`config.mk`:
```
export PLATFORM = sky130hd
export DESIGN_NAME = swd_host_engine
export DESIGN_NICKNAME = d
export VERILOG_FILES = /design/src/rtl/swd_pkg.sv /design/src/rtl/swd_bit_timer.sv /design/src/rtl/swd_host_engine.sv
export SDC_FILE = /design/constraint.sdc
export NUM_CORES = 1
export LEC_CHECK = 0
export ABC_CLOCK_PERIOD_IN_PS = 2900
export CELL_PAD_IN_SITES_DETAIL_PLACEMENT = 1
export CELL_PAD_IN_SITES_GLOBAL_PLACEMENT = 2
export CORE_AREA = 2 2 140 142
export CTS_CLUSTER_DIAMETER = 60
export DETAILED_ROUTE_END_ITERATION = 7
export DIE_AREA = 0 0 142 144
export GPL_TIMING_DRIVEN = 0
export PLACE_DENSITY_LB_ADDON = 0.1
export SLEW_MARGIN = 20
export SYNTH_ARGS = -nofsm -noshare
export SYNTH_HDL_FRONTEND = slang
export SYNTH_SLANG_ARGS = --single-unit
```
`constraint.sdc`:
```
create_clock -name ext_clock -period 2.9 [get_ports ext_clock]
set_input_delay 0.58 -clock ext_clock [delete_from_list [all_inputs] [get_ports ext_clock]]
set_output_delay 0.58 -clock ext_clock [all_outputs]
set_load 0.01 [all_outputs]
```
`src/rtl/swd_pkg.sv`:
```
// ============================================================================
// swd_pkg : shared types and constants for the SWD host engine
// Rev 1.0
// ============================================================================
`timescale 1ns/1ps
`default_nettype none

package swd_pkg;

  typedef enum logic [3:0] {
    IDLE     = 4'd0,
    LRESET   = 4'd1,
    REQ      = 4'd2,
    TRN1     = 4'd3,
    ACK      = 4'd4,
    RDATA    = 4'd5,
    TRN2     = 4'd6,
    WDATA    = 4'd7,
    IDLE_CLK = 4'd8,
    DONE     = 4'd9
  } swd_state_t;

  localparam logic [2:0] ACK_OK    = 3'b001;
  localparam logic [2:0] ACK_WAIT  = 3'b010;
  localparam logic [2:0] ACK_FAULT = 3'b100;

  localparam int REQ_BITS  = 8;
  localparam int ACK_BITS  = 3;
  localparam int DATA_BITS = 32;

  // Request byte in wire order (bit0 goes out first): start, APnDP, RnW, A2, A3, parity, stop, park.
  function automatic logic [7:0] swd_req_byte(input logic apndp, input logic rnw,
                                              input logic [1:0] addr);
    return {1'b1, 1'b0, ^{apndp, rnw, addr}, addr[1], addr[0], rnw, apndp, 1'b1};
  endfunction

endpackage

`default_nettype wire

```
`src/rtl/swd_bit_timer.sv`:
```
// ============================================================================
// swd_bit_timer : SWCLK divider; each bit is CLK_DIV low cycles then CLK_DIV high
// Rev 1.0
// ============================================================================
`timescale 1ns/1ps
`default_nettype none

module swd_bit_timer #(
  parameter int CLK_DIV = 4
) (
  input  logic ext_clock,
  input  logic reset,
  input  logic run_i,
  output logic drive_tick_o,
  output logic sample_tick_o,
  output logic swclk_o
);

  localparam int DW = (CLK_DIV > 1) ? $clog2(CLK_DIV) : 1;
  localparam logic [DW-1:0] DIV_LAST = DW'(CLK_DIV - 1);

  logic [DW-1:0] div_q, div_d;
  logic          swclk_q, swclk_d;

  always_comb begin
    div_d   = div_q;
    swclk_d = swclk_q;
    if (!run_i) begin
      div_d   = '0;
      swclk_d = 1'b0;
    end else if (div_q == DIV_LAST) begin
      div_d   = '0;
      swclk_d = ~swclk_q;
    end else begin
      div_d   = div_q + 1'b1;
    end
  end

  always_ff @(posedge ext_clock or negedge reset) begin
    if (!reset) begin
      div_q   <= '0;
      swclk_q <= 1'b0;
    end else begin
      div_q   <= div_d;
      swclk_q <= swclk_d;
    end
  end

  // drive_tick is the last high cycle: anything registered on it appears on
  // the first low-phase cycle of the next bit.
  assign drive_tick_o  = run_i &  swclk_q & (div_q == DIV_LAST);
  assign sample_tick_o = run_i & ~swclk_q & (div_q == DIV_LAST);
  assign swclk_o       = swclk_q;

endmodule

`default_nettype wire

```
`src/rtl/swd_host_engine.sv`:
```
// ============================================================================
// swd_host_engine : SWD initiator turning one host command into a wire sequence.
// rsp_valid is registered: it is seen in the cycle after the (2*CLK_DIV*bits)-th
// clock edge following the accepting edge (384 edges for a read with defaults).
// Rev 1.0
// ============================================================================
`timescale 1ns/1ps
`default_nettype none

module swd_host_engine
  import swd_pkg::*;
#(
  parameter int CLK_DIV     = 4,
  parameter int IDLE_CYCLES = 2,
  parameter int LRESET_BITS = 56
) (
  input  logic        ext_clock,
  input  logic        reset,
  input  logic        cmd_valid,
  output logic        cmd_ready,
  input  logic        cmd_lreset,
  input  logic        cmd_apndp,
  input  logic        cmd_rnw,
  input  logic [1:0]  cmd_addr,
  input  logic [31:0] cmd_wdata,
  output logic        rsp_valid,
  output logic [2:0]  rsp_ack,
  output logic [31:0] rsp_rdata,
  output logic        rsp_parity_err,
  output logic        swclk_o,
  output logic        swdio_o,
  output logic        swdio_oe,
  input  logic        swdio_i
);

  swd_state_t  state_q;
  logic [5:0]  cnt_q;
  logic [6:0]  req_q;
  logic [32:0] wsh_q;
  logic [31:0] rdata_q;
  logic        rpar_q;
  logic [2:0]  ack_q;
  logic        rnw_q;
  logic        cmd_ready_q, rsp_valid_q, rsp_perr_q, swdio_o_q, swdio_oe_q;
  logic [2:0]  rsp_ack_q;
  logic [31:0] rsp_rdata_q;

  logic       run, drive_tick, sample_tick;
  logic [7:0] req_word;

  assign run      = (state_q != IDLE) && (state_q != DONE);
  assign req_word = swd_req_byte(cmd_apndp, cmd_rnw, cmd_addr);

  swd_bit_timer #(.CLK_DIV(CLK_DIV)) u_timer (
    .ext_clock    (ext_clock),
    .reset        (reset),
    .run_i        (run),
    .drive_tick_o (drive_tick),
    .sample_tick_o(sample_tick),
    .swclk_o      (swclk_o)
  );

  always_ff @(posedge ext_clock or negedge reset) begin
    if (!reset) begin
      state_q     <= IDLE;
      cnt_q       <= '0;
      req_q       <= '0;
      wsh_q       <= '0;
      rdata_q     <= '0;
      rpar_q      <= 1'b0;
      ack_q       <= '0;
      rnw_q       <= 1'b0;
      cmd_ready_q <= 1'b1;
      rsp_valid_q <= 1'b0;
      rsp_ack_q   <= '0;
      rsp_rdata_q <= '0;
      rsp_perr_q  <= 1'b0;
      swdio_o_q   <= 1'b0;
      swdio_oe_q  <= 1'b1;
    end else begin
      rsp_valid_q <= 1'b0;

      if (sample_tick) begin
        case (state_q)
          ACK:     ack_q[cnt_q[1:0]] <= swdio_i;
          RDATA:   if (cnt_q == 6'(DATA_BITS)) rpar_q <= swdio_i;
                   else rdata_q <= {swdio_i, rdata_q[31:1]};
          default: ;
        endcase
      end

      case (state_q)
        IDLE, DONE: begin
          state_q <= IDLE;
          if (cmd_valid && cmd_ready_q) begin
            cmd_ready_q <= 1'b0;
            cnt_q       <= '0;
            ack_q       <= '0;
            rnw_q       <= cmd_rnw & ~cmd_lreset;
            wsh_q       <= {^cmd_wdata, cmd_wdata};
            req_q       <= req_word[7:1];
            swdio_oe_q  <= 1'b1;
            if (cmd_lreset) begin
              state_q   <= LRESET;
              swdio_o_q <= 1'b1;
            end else begin
              state_q   <= REQ;
              swdio_o_q <= req_word[0];
            end
          end
        end
        default: if (drive_tick) begin
          cnt_q <= cnt_q + 6'd1;
          case (state_q)
            LRESET: if (cnt_q == 6'(LRESET_BITS - 1)) begin
              state_q <= IDLE_CLK; cnt_q <= '0; swdio_o_q <= 1'b0;
            end
            REQ: if (cnt_q == 6'(REQ_BITS - 1)) begin
              state_q <= TRN1; cnt_q <= '0; swdio_oe_q <= 1'b0; swdio_o_q <= 1'b0;
            end else begin
              swdio_o_q <= req_q[0];
              req_q     <= {1'b0, req_q[6:1]};
            end
            TRN1: begin
              state_q <= ACK; cnt_q <= '0;
            end
            ACK: if (cnt_q == 6'(ACK_BITS - 1)) begin
              state_q <= (ack_q == ACK_OK && rnw_q) ? RDATA : TRN2;
              cnt_q   <= '0;
            end
            RDATA: if (cnt_q == 6'(DATA_BITS)) begin
              state_q <= TRN2; cnt_q <= '0;
            end
            TRN2: begin
              cnt_q      <= '0;
              swdio_oe_q <= 1'b1;
              if (ack_q == ACK_OK && !rnw_q) begin
                state_q   <= WDATA;
                swdio_o_q <= wsh_q[0];
                wsh_q     <= {1'b0, wsh_q[32:1]};
              end else begin
                state_q   <= IDLE_CLK;
                swdio_o_q <= 1'b0;
              end
            end
            WDATA: if (cnt_q == 6'(DATA_BITS)) begin
              state_q <= IDLE_CLK; cnt_q <= '0; swdio_o_q <= 1'b0;
            end else begin
              swdio_o_q <= wsh_q[0];
              wsh_q     <= {1'b0, wsh_q[32:1]};
            end
            IDLE_CLK: if (cnt_q == 6'(IDLE_CYCLES - 1)) begin
              state_q        <= DONE;
              cnt_q          <= '0;
              cmd_ready_q    <= 1'b1;
              rsp_valid_q    <= 1'b1;
              rsp_ack_q      <= ack_q;
              rsp_rdata_q    <= (ack_q == ACK_OK && rnw_q) ? rdata_q : '0;
              rsp_perr_q     <= (ack_q == ACK_OK && rnw_q) && (rpar_q != ^rdata_q);
            end
            default: ;
          endcase
        end
      endcase
    end
  end

  assign cmd_ready      = cmd_ready_q;
  assign rsp_valid      = rsp_valid_q;
  assign rsp_ack        = rsp_ack_q;
  assign rsp_rdata      = rsp_rdata_q;
  assign rsp_parity_err = rsp_perr_q;
  assign swdio_o        = swdio_o_q;
  assign swdio_oe       = swdio_oe_q;

endmodule

`default_nettype wire
```
==> results of run 1 <==
critical path: stages (launching register included):
cell      delay, ns
dfrtp_1        0.46
buf_2          0.23
nor4b_1        0.53
a21boi_1       0.40
nand2_1        0.19
nand2_2        0.23
mux2_1         0.35
sequential cells by signal, indices dropped and copies added, names as in the netlist, 2 cells and up:
signal / cells
cnt_q: 6
wsh_q: 33
state_q: 4
ack_q: 3
rsp_ack: 3
u_timer.div_q: 2
req_q: 7
rdata_q: 32
rsp_rdata: 32
logic make-up (layout without fill, tap and decap cells):
kind of cell               count (synthesis)  in the layout  synth area share, %
and+or+nand+nor                          252            252                 17.5
DFF                                      130            130                 50.2
AOI/OAI and AO/OA                         87             87                 8.10
muxes                                     68             68                 11.2
xor gates and xnor gates                  67             67                 9.38
buffers and inverters                     39            153                 2.68
adders and majority gates                  5              5                0.965
final timing paths:
kind                       slack (ns)                to              from
max                              0.38          req_q[4]        state_q[0]
min                              0.02         rsp_valid             reset
max reg2reg                      0.38          req_q[4]        state_q[0]
min reg2reg                      0.44  u_timer.div_q[0]  u_timer.div_q[0]
max in group asynchronous        2.08          wsh_q[7]             reset
min in group ext_clock           0.44  u_timer.div_q[0]  u_timer.div_q[0]
layout by cell type (no fill, tap or decap), drive strengths merged, types with 10 or more instances in the layout:
master,synthesis,routed
clkbuf,13,30
mux2,35,35
nor3,10,10
nor2,23,23
nand3,41,41
nand2,147,147
xnor2,57,57
buf,20,22
a21oi,15,15
mux2i,33,33
clkdlybuf4s50,0,80
dfrtp,128,128
o21ai,42,42
layer usage:
layer  wire length (um)  up-vias  track usage (%)
met5                  0        -                0
met4                215        0             5.37
met3                646       15             4.04
met2               8190       72             29.6
met1               7540     2488             21.9
li1                   -     2405                -
area by class of cell:
class                           count  area share (%)
Timing Repair Buffer               82            10.3
Multi-Input combinational cell    479            37.3
Clock inverter                     15            1.92
Sequential cell                   130            39.6
Buffer                             33            1.84
Clock buffer                       17            5.18
Tap cell                          238            3.63
Inverter                            6           0.274
stage by stage:
step	util, %	setup TNS (ns)	area, um^2	setup WS [ns]	hold slack (ns)
after floorplan	-	0	6480	0.913	0.284
after global routing	43.1	0	8210	0.147	0.0238
after CTS	43.1	0	8210	0.333	0.0149
final	43.1	0	8210	0.380	0.0211
after global placement	39.8	-529.68	7590	-4.12	0.425
after detailed placement	40.0	0	7630	0.273	0.439
power groups by stage:
stage	sequential [W]	clock (W)	combinational (W)
global route	0.00181	0.00229	0.000259
CTS	0.00181	0.00220	0.000243
global placement	0.00185	0	0.000233
floorplan	0.00185	0	0.000113
detailed placement	0.00185	0	0.000242
finish	0.00181	0.00214	0.000235
==> flow_summary.yaml, run 1 <==
flow_run:
  drv_cap: 0
clock_tree:
  cts.sinks: 130
  insertion_delay_ns: 0.43
  cts_tree: "done"
  cts.htree.levels: 4
  cts_resized: 0
  postCtsSetupBuffers: 0
  cts.clk_slew.worst_paths_ns: 0.06
  ctsHoldBuffers: 0
  numCtsBuffers: 17
  cts_root_buf: "clkbuf_16"
  clk_path_buf_depth: 2
synth:
  synth-warning-count: 0
  synthArstFlopShare_pct: 100
  synthTopCellsByCount: "146 x nand2_1, 128 x dfrtp_1, 57 x xnor2_1"
  syn_area_um2: 6480
  netlist.area_leader.share_pct: 49.4
  ys_seq_area_share_pct: 50.2
  ys.flop_type: "dfrtp_1"
  synth-edff-count: 0
  syn-num-nets: 694
  yosysTopAreaCell: "dfrtp_1"
  syn_avg_cell_area_um2: 10.0
  synth.distinct_cells: 58
  synth_most_common_cell: "nand2_1"
  synth_area_leaders: "dfrtp_1 49%, nand2_1 8.5%, xnor2_1 7.7%"
  ys_ff_latch: 130
  postSynthCellCount: 648
sta:
  period_minus_slack_ns: 2.52
  rsz0062_at_grt: "false"
  finalSetupViolCount: 0
  finalMaxSlewViolations: 0
  fmax_mhz: 397
  slew_headroom_pct: 43.1
  finalClockSkew_ns: 0.0138
  hold_viol: 0
  min_period_over_period_pct: 86.9
  worstMarginPinSlew_ns: 0.849
power:
  irDropWorstVdd_v: 0.000381
  swShare_pct: 23.4
  p_comb_share_pct: 5.6
  p_clk_share_pct: 51.1
  power-per-cell-area_nw_per_um2: 510
  p_int_w: 0.00321
  power.switching_w: 0.000979
  seqPwrFrac_pct: 43.3
  total_power_w: 0.00419
  p_leak_nw: 3.58
place:
  port_buffers: 81
  dp.cells: 968
  place.gp.congestion: 0.821
  hpwl_um: 12000
finish:
  nets: 795
  syn_to_final_growth_pct: 26.7
  multi_input_area_um2: 3060
  fin_cells: 1000
  fillers: 2150
  num_antenna_cells: 0
  seqCellArea_um2: 3260
  drive_gt1_share_pct: 13.1
floorplanning:
  dieWidth_um: 142
  fp.dieArea_um2: 20400
  fp-row-count: 51
  die_h_um: 144
  io_pins: 82
  core-area_um2: 19100
  initial_core_util_pct: 34.0
drt:
  drt-pass1-iter-count: 4
  avgRoutedWirePerCell_um: 16.6
  drtAntennaViolNets: 0
  vias_per_cell: 4.98
  drtIter0Drc: 205
  finalWirelength_um: 16600
  vias: 4980
  drc_errors: 0
grt:
  grt_overflow: 0
  grtUsageTotal_pct: 17.3
  grt_pass1_wl_um: 27500
  grt_pass1_vias: 5273
  antenna_found_initial: 0
  grt_max_degree: 98
worst_hold_path:
  hold_path.class: "in2async"
critical_path:
  crit_path_max_fanout: 10
  start_kind: "flop"
  crit_type: "reg2reg"
  critical_path_arrival_ns: 2.83
  rr_worst_depth: 6
  critPathRequiredTime_ns: 3.21
  endpoint_kind: "flop"
status:
  status: "finished clean"
Power figures use the tool's default switching activity.
==> inputs of run 2 (changes only) <==
- GPL_ROUTABILITY_DRIVEN: default -> 0
- REMOVE_ABC_BUFFERS: default -> 1
==> run 2 against run 1 <==
Against the previous run: hold slack better by 0.0072 ns; flip-flop and latch count stayed put; largest cell class unchanged; routed wire length is 4.4% lower; critical endpoint unchanged; worst setup slack worse by 0.14 ns; core utilization is 0.16 points higher; maximum frequency is 5.4% lower; via count is 2.3% lower; non-clock buffer count is 24 lower.
==> flow_summary.yaml, run 2 (same netlist as run 1, synthesis figures left out) <==
clock_tree:
  cts.sinks: 130
  postCtsSetupBuffers: 0
  ctsHoldBuffers: 0
  clk_path_buf_depth: 2
  cts.htree.levels: 4
  insertion_delay_ns: 0.42
  numCtsBuffers: 17
  cts.clk_slew.worst_paths_ns: 0.06
  cts_tree: "done"
  cts_root_buf: "clkbuf_16"
  cts_resized: 0
critical_path:
  crit_path_max_incr_delay_ns: 0.60
  crit_path_max_fanout: 19
  critical_path_arrival_ns: 2.96
  cp_num_buf_inv: 1
  r2r-end: "req_q[4]"
  critPathLaunch: "state_q[1]"
  critPathRequiredTime_ns: 3.20
  cp-endpoint: "req_q[4]"
  slowest_stage: "dfrtp_1"
  endpoint_kind: "flop"
  rrSetupSlack_ns: 0.24
  crit_type: "reg2reg"
  path_depth: 6
  start_kind: "flop"
  path_cells: "or2_1, nor2_4, buf_12, nand3_1, nand2_2, mux2_1"
  critPathTopFamily: "simple AND/OR/NAND/NOR gates"
  r2r_start: "state_q[1]"
  rr_worst_depth: 6
drt:
  vias: 4863
  drt-pass1-iter-count: 4
  finalWirelength_um: 15900
  drc_errors: 0
  vias_per_cell: 4.98
  drtIter0Drc: 146
  avgRoutedWirePerCell_um: 16.3
  drtAntennaViolNets: 0
finish:
  syn_to_final_growth_pct: 27.1
  fin_util_pct: 43.2
  nets: 771
  num_antenna_cells: 0
  layout_commonest_cell: "nand2_1"
  drive_gt1_share_pct: 12.7
  regMostFlops: "wsh_q"
  mostFrequentLayoutCells: "146 x nand2_1, 128 x dfrtp_1, 80 x clkdlybuf4s50_1, 57 x xnor2_1"
  largest_register_ffs: 33
power:
  swShare_pct: 23.3
  power-per-cell-area_nw_per_um2: 508
  power.switching_w: 0.000973
  p_clk_share_pct: 51.0
  p_leak_nw: 3.58
  p_comb_share_pct: 5.6
  seqPwrFrac_pct: 43.4
  irDropWorstVdd_v: 0.000425
  p_int_w: 0.00321
sta:
  min_period_over_period_pct: 91.8
  period_minus_slack_ns: 2.66
  finalMaxSlewViolations: 0
  rsz0062_at_grt: "false"
  hold_viol: 0
  worstMarginPinSlew_ns: 0.789
  fmax_mhz: 376
  finalSetupViolCount: 0
  finalClockSkew_ns: 0.0105
  slew_headroom_pct: 47.2
  setup_slack_ns: 0.237
worst_hold_path:
  hold_path.class: "in2async"
grt:
  grtUsageTotal_pct: 16.4
  grt_pass1_wl_um: 26400
  grt_overflow: 0
  grt_max_degree: 95
  antenna_found_initial: 0
  grt_pass1_vias: 5106
status:
  status: "finished clean"
place:
  port_buffers: 81
  pre_cts_ws_ns: 0.204
  hpwl_um: 11300
floorplanning:
  core-area_um2: 19100
  dieWidth_um: 142
  fp.dieArea_um2: 20400
  die_h_um: 144
  io_pins: 82
  initial_core_util_pct: 34.0
  fp-row-count: 51
flow_run:
  drv_cap: 0
run 2: cell types whose count changed in the layout (fill, tap and decap cells not counted), sizes merged:
cell	change
clkbuf	-13
buf	-11
clkinv	-2
clkinvlp	+1
inv	+1
run 2: power by group through the flow:
stage,combinational (W),clock (W),sequential [W]
after floorplan,0.000113,0,0.00185
after global routing,0.000260,0.00228,0.00181
after CTS,0.000243,0.00221,0.00181
final,0.000234,0.00214,0.00181
after detailed placement,0.000242,0,0.00185
after global placement,0.000234,0,0.00185
run 2: layout make-up:
type / count / area, um^2
fill: 2103 / 10800
sequential: 130 / 3260
multi-input combinational: 479 / 3090
timing repair buffer: 91 / 995
clock buffer: 17 / 425
tap: 238 / 298
clock inverter: 15 / 156
inverter: 6 / 22.5
run 2: worst min-delay path by stage:
stage	from	endpoint	slack (ns)	depth (start not counted)
after global routing	reset	rsp_ack[0]	0.03	1
after floorplan	reset	ack_q[0]	0.28	0
after CTS	reset	ack_q[1]	0.02	1
after global placement	u_timer.div_q[0]	u_timer.div_q[0]	0.42	1
final	reset	ack_q[0]	0.03	1
after detailed placement	u_timer.div_q[0]	u_timer.div_q[0]	0.44	1
run 2: per-layer routing:
| metal | share of wire, % | wire length, um | global-route usage, % |
|---|---|---|---|
| met1 | 46 | 7330 | 21.0 |
| met2 | 49 | 7710 | 27.4 |
| met5 | 0 | 0 | 0 |
| met4 | 1.2 | 193 | 6.00 |
| met3 | 4.1 | 643 | 3.84 |
run 2: per-stage QoR:
stage / cell area, um^2 / hold slack, ns / std cells / total power (W) / TNS (ns)
3_3_place_gp: 7440 / 0.425 / 934 / 0.00208 / -712.52
6_report: 8240 / 0.0283 / 976 / 0.00418 / 0
4_1_cts: 8240 / 0.0241 / 976 / 0.00426 / 0
5_1_grt: 8240 / 0.0349 / 976 / 0.00435 / 0
3_5_place_dp: 7660 / 0.443 / 944 / 0.00209 / 0
2_1_floorplan: 6330 / 0.284 / 615 / 0.00196 / -24.57
==> inputs of run 3 (changes only) <==
- CORE_AREA: 2 2 140 142 -> 2 2 134 136
- DIE_AREA: 0 0 142 144 -> 0 0 136 138
- PLACE_DENSITY_LB_ADDON: 0.1 -> 0.3
==> run 3 against run 2 <==
Against the previous run: sequential power hardly changed; die area fell by 8.2%; non-clock buffer count unchanged; clock-buffer cell count stayed put; worst setup slack worse by 0.030 ns; routed wire length shrank 0.65%; first-iteration DRC count increased by 14%; power shrank 1.9%; critical path depth down 1; clock power is 4% lower; core utilization grew 3.7 points; combinational power is essentially flat.
==> flow_summary.yaml, run 3 (same netlist as run 1, synthesis figures left out) <==
status:
  status: "finished clean"
sta:
  period_minus_slack_ns: 2.69
  rsz0062_at_grt: "false"
  finalSetupViolCount: 0
  slew_headroom_pct: 52.0
  min_period_over_period_pct: 92.9
  finalClockSkew_ns: 0.00883
  setup_tns_ns: 0
  finalMaxSlewViolations: 0
  hold_viol: 0
  worstMarginPinSlew_ns: 0.720
  fmax_mhz: 371
critical_path:
  slowest_stage: "dfrtp_1"
  critPathRequiredTime_ns: 3.21
  crit_path_max_incr_delay_ns: 0.71
  r2r_start: "state_q[1]"
  crit_path_max_fanout: 19
  path_depth: 5
  r2r-end: "req_q[4]"
  rr_worst_depth: 5
  endpoint_kind: "flop"
  critical_path_arrival_ns: 3.00
  crit_type: "reg2reg"
  rrSetupSlack_ns: 0.21
  path_cells: "nor4b_1, a21boi_1, nand2_1, nand2_2, mux2_1"
  cp_num_buf_inv: 0
  start_kind: "flop"
  critPathLaunch: "state_q[1]"
  cp-endpoint: "req_q[4]"
  critPathTopFamily: "simple AND/OR/NAND/NOR gates"
drt:
  avgRoutedWirePerCell_um: 16.3
  drtIter0Drc: 166
  drtAntennaViolNets: 0
  wl_met2_um: 7870
  vias: 4851
  finalWirelength_um: 15800
  drc_errors: 0
  route.met3.wl_um: 712
  vias_per_cell: 5.02
  wl_met1_um: 6900
  drt-pass1-iter-count: 4
  top_layer: "met4"
grt:
  grt_pass1_wl_um: 27100
  grt_max_degree: 77
  grtUsageTotal_pct: 18.1
  grt_overflow: 0
  antenna_found_initial: 0
  grt_pass1_vias: 5307
clock_tree:
  cts.sinks: 130
  cts_root_buf: "clkbuf_16"
  ctsHoldBuffers: 0
  cts.htree.levels: 4
  postCtsSetupBuffers: 0
  clk_path_buf_depth: 2
  numCtsBuffers: 17
  cts.clk_slew.worst_paths_ns: 0.06
  insertion_delay_ns: 0.42
  cts_tree: "done"
  cts_resized: 0
floorplanning:
  dieWidth_um: 136
  die_h_um: 138
  fp.dieArea_um2: 18800
  initial_core_util_pct: 37.0
  fp-row-count: 49
  core-area_um2: 17500
  io_pins: 82
power:
  irDropWorstVdd_v: 0.000408
  p_clk_share_pct: 50.1
  total_power_w: 0.00411
  p_leak_nw: 3.59
  p_int_w: 0.00308
  seqPwrFrac_pct: 44.2
  power-per-cell-area_nw_per_um2: 499
  swShare_pct: 25.1
  power.switching_w: 0.00103
  p_comb_share_pct: 5.7
finish:
  layout_commonest_cell: "nand2_1"
  fillers: 1933
  largest_register_ffs: 33
  regMostFlops: "wsh_q"
  nets: 771
  syn_to_final_growth_pct: 26.9
  mostFrequentLayoutCells: "146 x nand2_1, 128 x dfrtp_1, 80 x clkdlybuf4s50_1, 57 x xnor2_1"
  drive_gt1_share_pct: 12.7
  num_antenna_cells: 0
place:
  port_buffers: 81
  hpwl_um: 11200
flow_run:
  drv_cap: 0
worst_hold_path:
  hold_path.class: "in2async"
[run 3: cell types whose count changed in the layout (fill, tap and decap cells not counted), sizes merged]
cell,before,now
clkinv,4,3
bufinv,2,0
inv,10,16
clkinvlp,5,2
[run 3: worst reg2reg max path: stages (launching register included)]
cell and delay, ns:
dfrtp_1 0.71, nor4b_1 0.65, a21boi_1 0.45, nand2_1 0.20
nand2_2 0.22, mux2_1 0.35
[run 3: worst min path at each step]
stage / end / startpoint / cells after the start
floorplan: ack_q[0] / reset / 0
global placement: u_timer.div_q[0] / u_timer.div_q[0] / 1
detailed placement: u_timer.div_q[0] / u_timer.div_q[0] / 1
CTS: ack_q[2] / reset / 1
global route: rsp_rdata[16] / reset / 1
finish: ack_q[2] / reset / 1
[run 3: metrics by stage]
stage | hold slack (ns) | setup WS (ns) | utilization [%] | instances | area, um^2
2_1_floorplan | 0.284 | -0.671 | - | 615 | 6330
3_3_place_gp | 0.425 | -3.97 | 42.4 | 925 | 7430
3_5_place_dp | 0.436 | 0.287 | 43.7 | 935 | 7660
4_1_cts | 0.0868 | 0.268 | 46.9 | 967 | 8230
5_1_grt | 0.106 | 0.118 | 46.9 | 967 | 8230
6_report | 0.0864 | 0.207 | 46.9 | 967 | 8230
[run 3: power by group through the flow]
| stage | logic [W] | registers (W) | clock network (W) |
|---|---|---|---|
| 3_3_place_gp | 0.000231 | 0.00185 | 0 |
| 6_report | 0.000235 | 0.00181 | 0.00206 |
| 5_1_grt | 0.000261 | 0.00181 | 0.00220 |
| 2_1_floorplan | 0.000113 | 0.00185 | 0 |
| 3_5_place_dp | 0.000241 | 0.00185 | 0 |
| 4_1_cts | 0.000243 | 0.00181 | 0.00211 |
[run 3: metal layers]
layer	vias up	track usage [%]
met5	-	0
met4	0	6.09
met3	23	4.95
met2	85	30.5
met1	2393	22.1
li1	2350	-
[run 3: final cells by class]
type | instances | area, um^2 | share of cell area [%]
Sequential cell | 130 | 3260 | 39.6
Tap cell | 229 | 287 | 3.48
Clock inverter | 15 | 140 | 1.70
Multi-Input combinational cell | 479 | 3090 | 37.6
Clock buffer | 17 | 425 | 5.17
Inverter | 6 | 22.5 | 0.274
Timing Repair Buffer | 91 | 1010 | 12.2
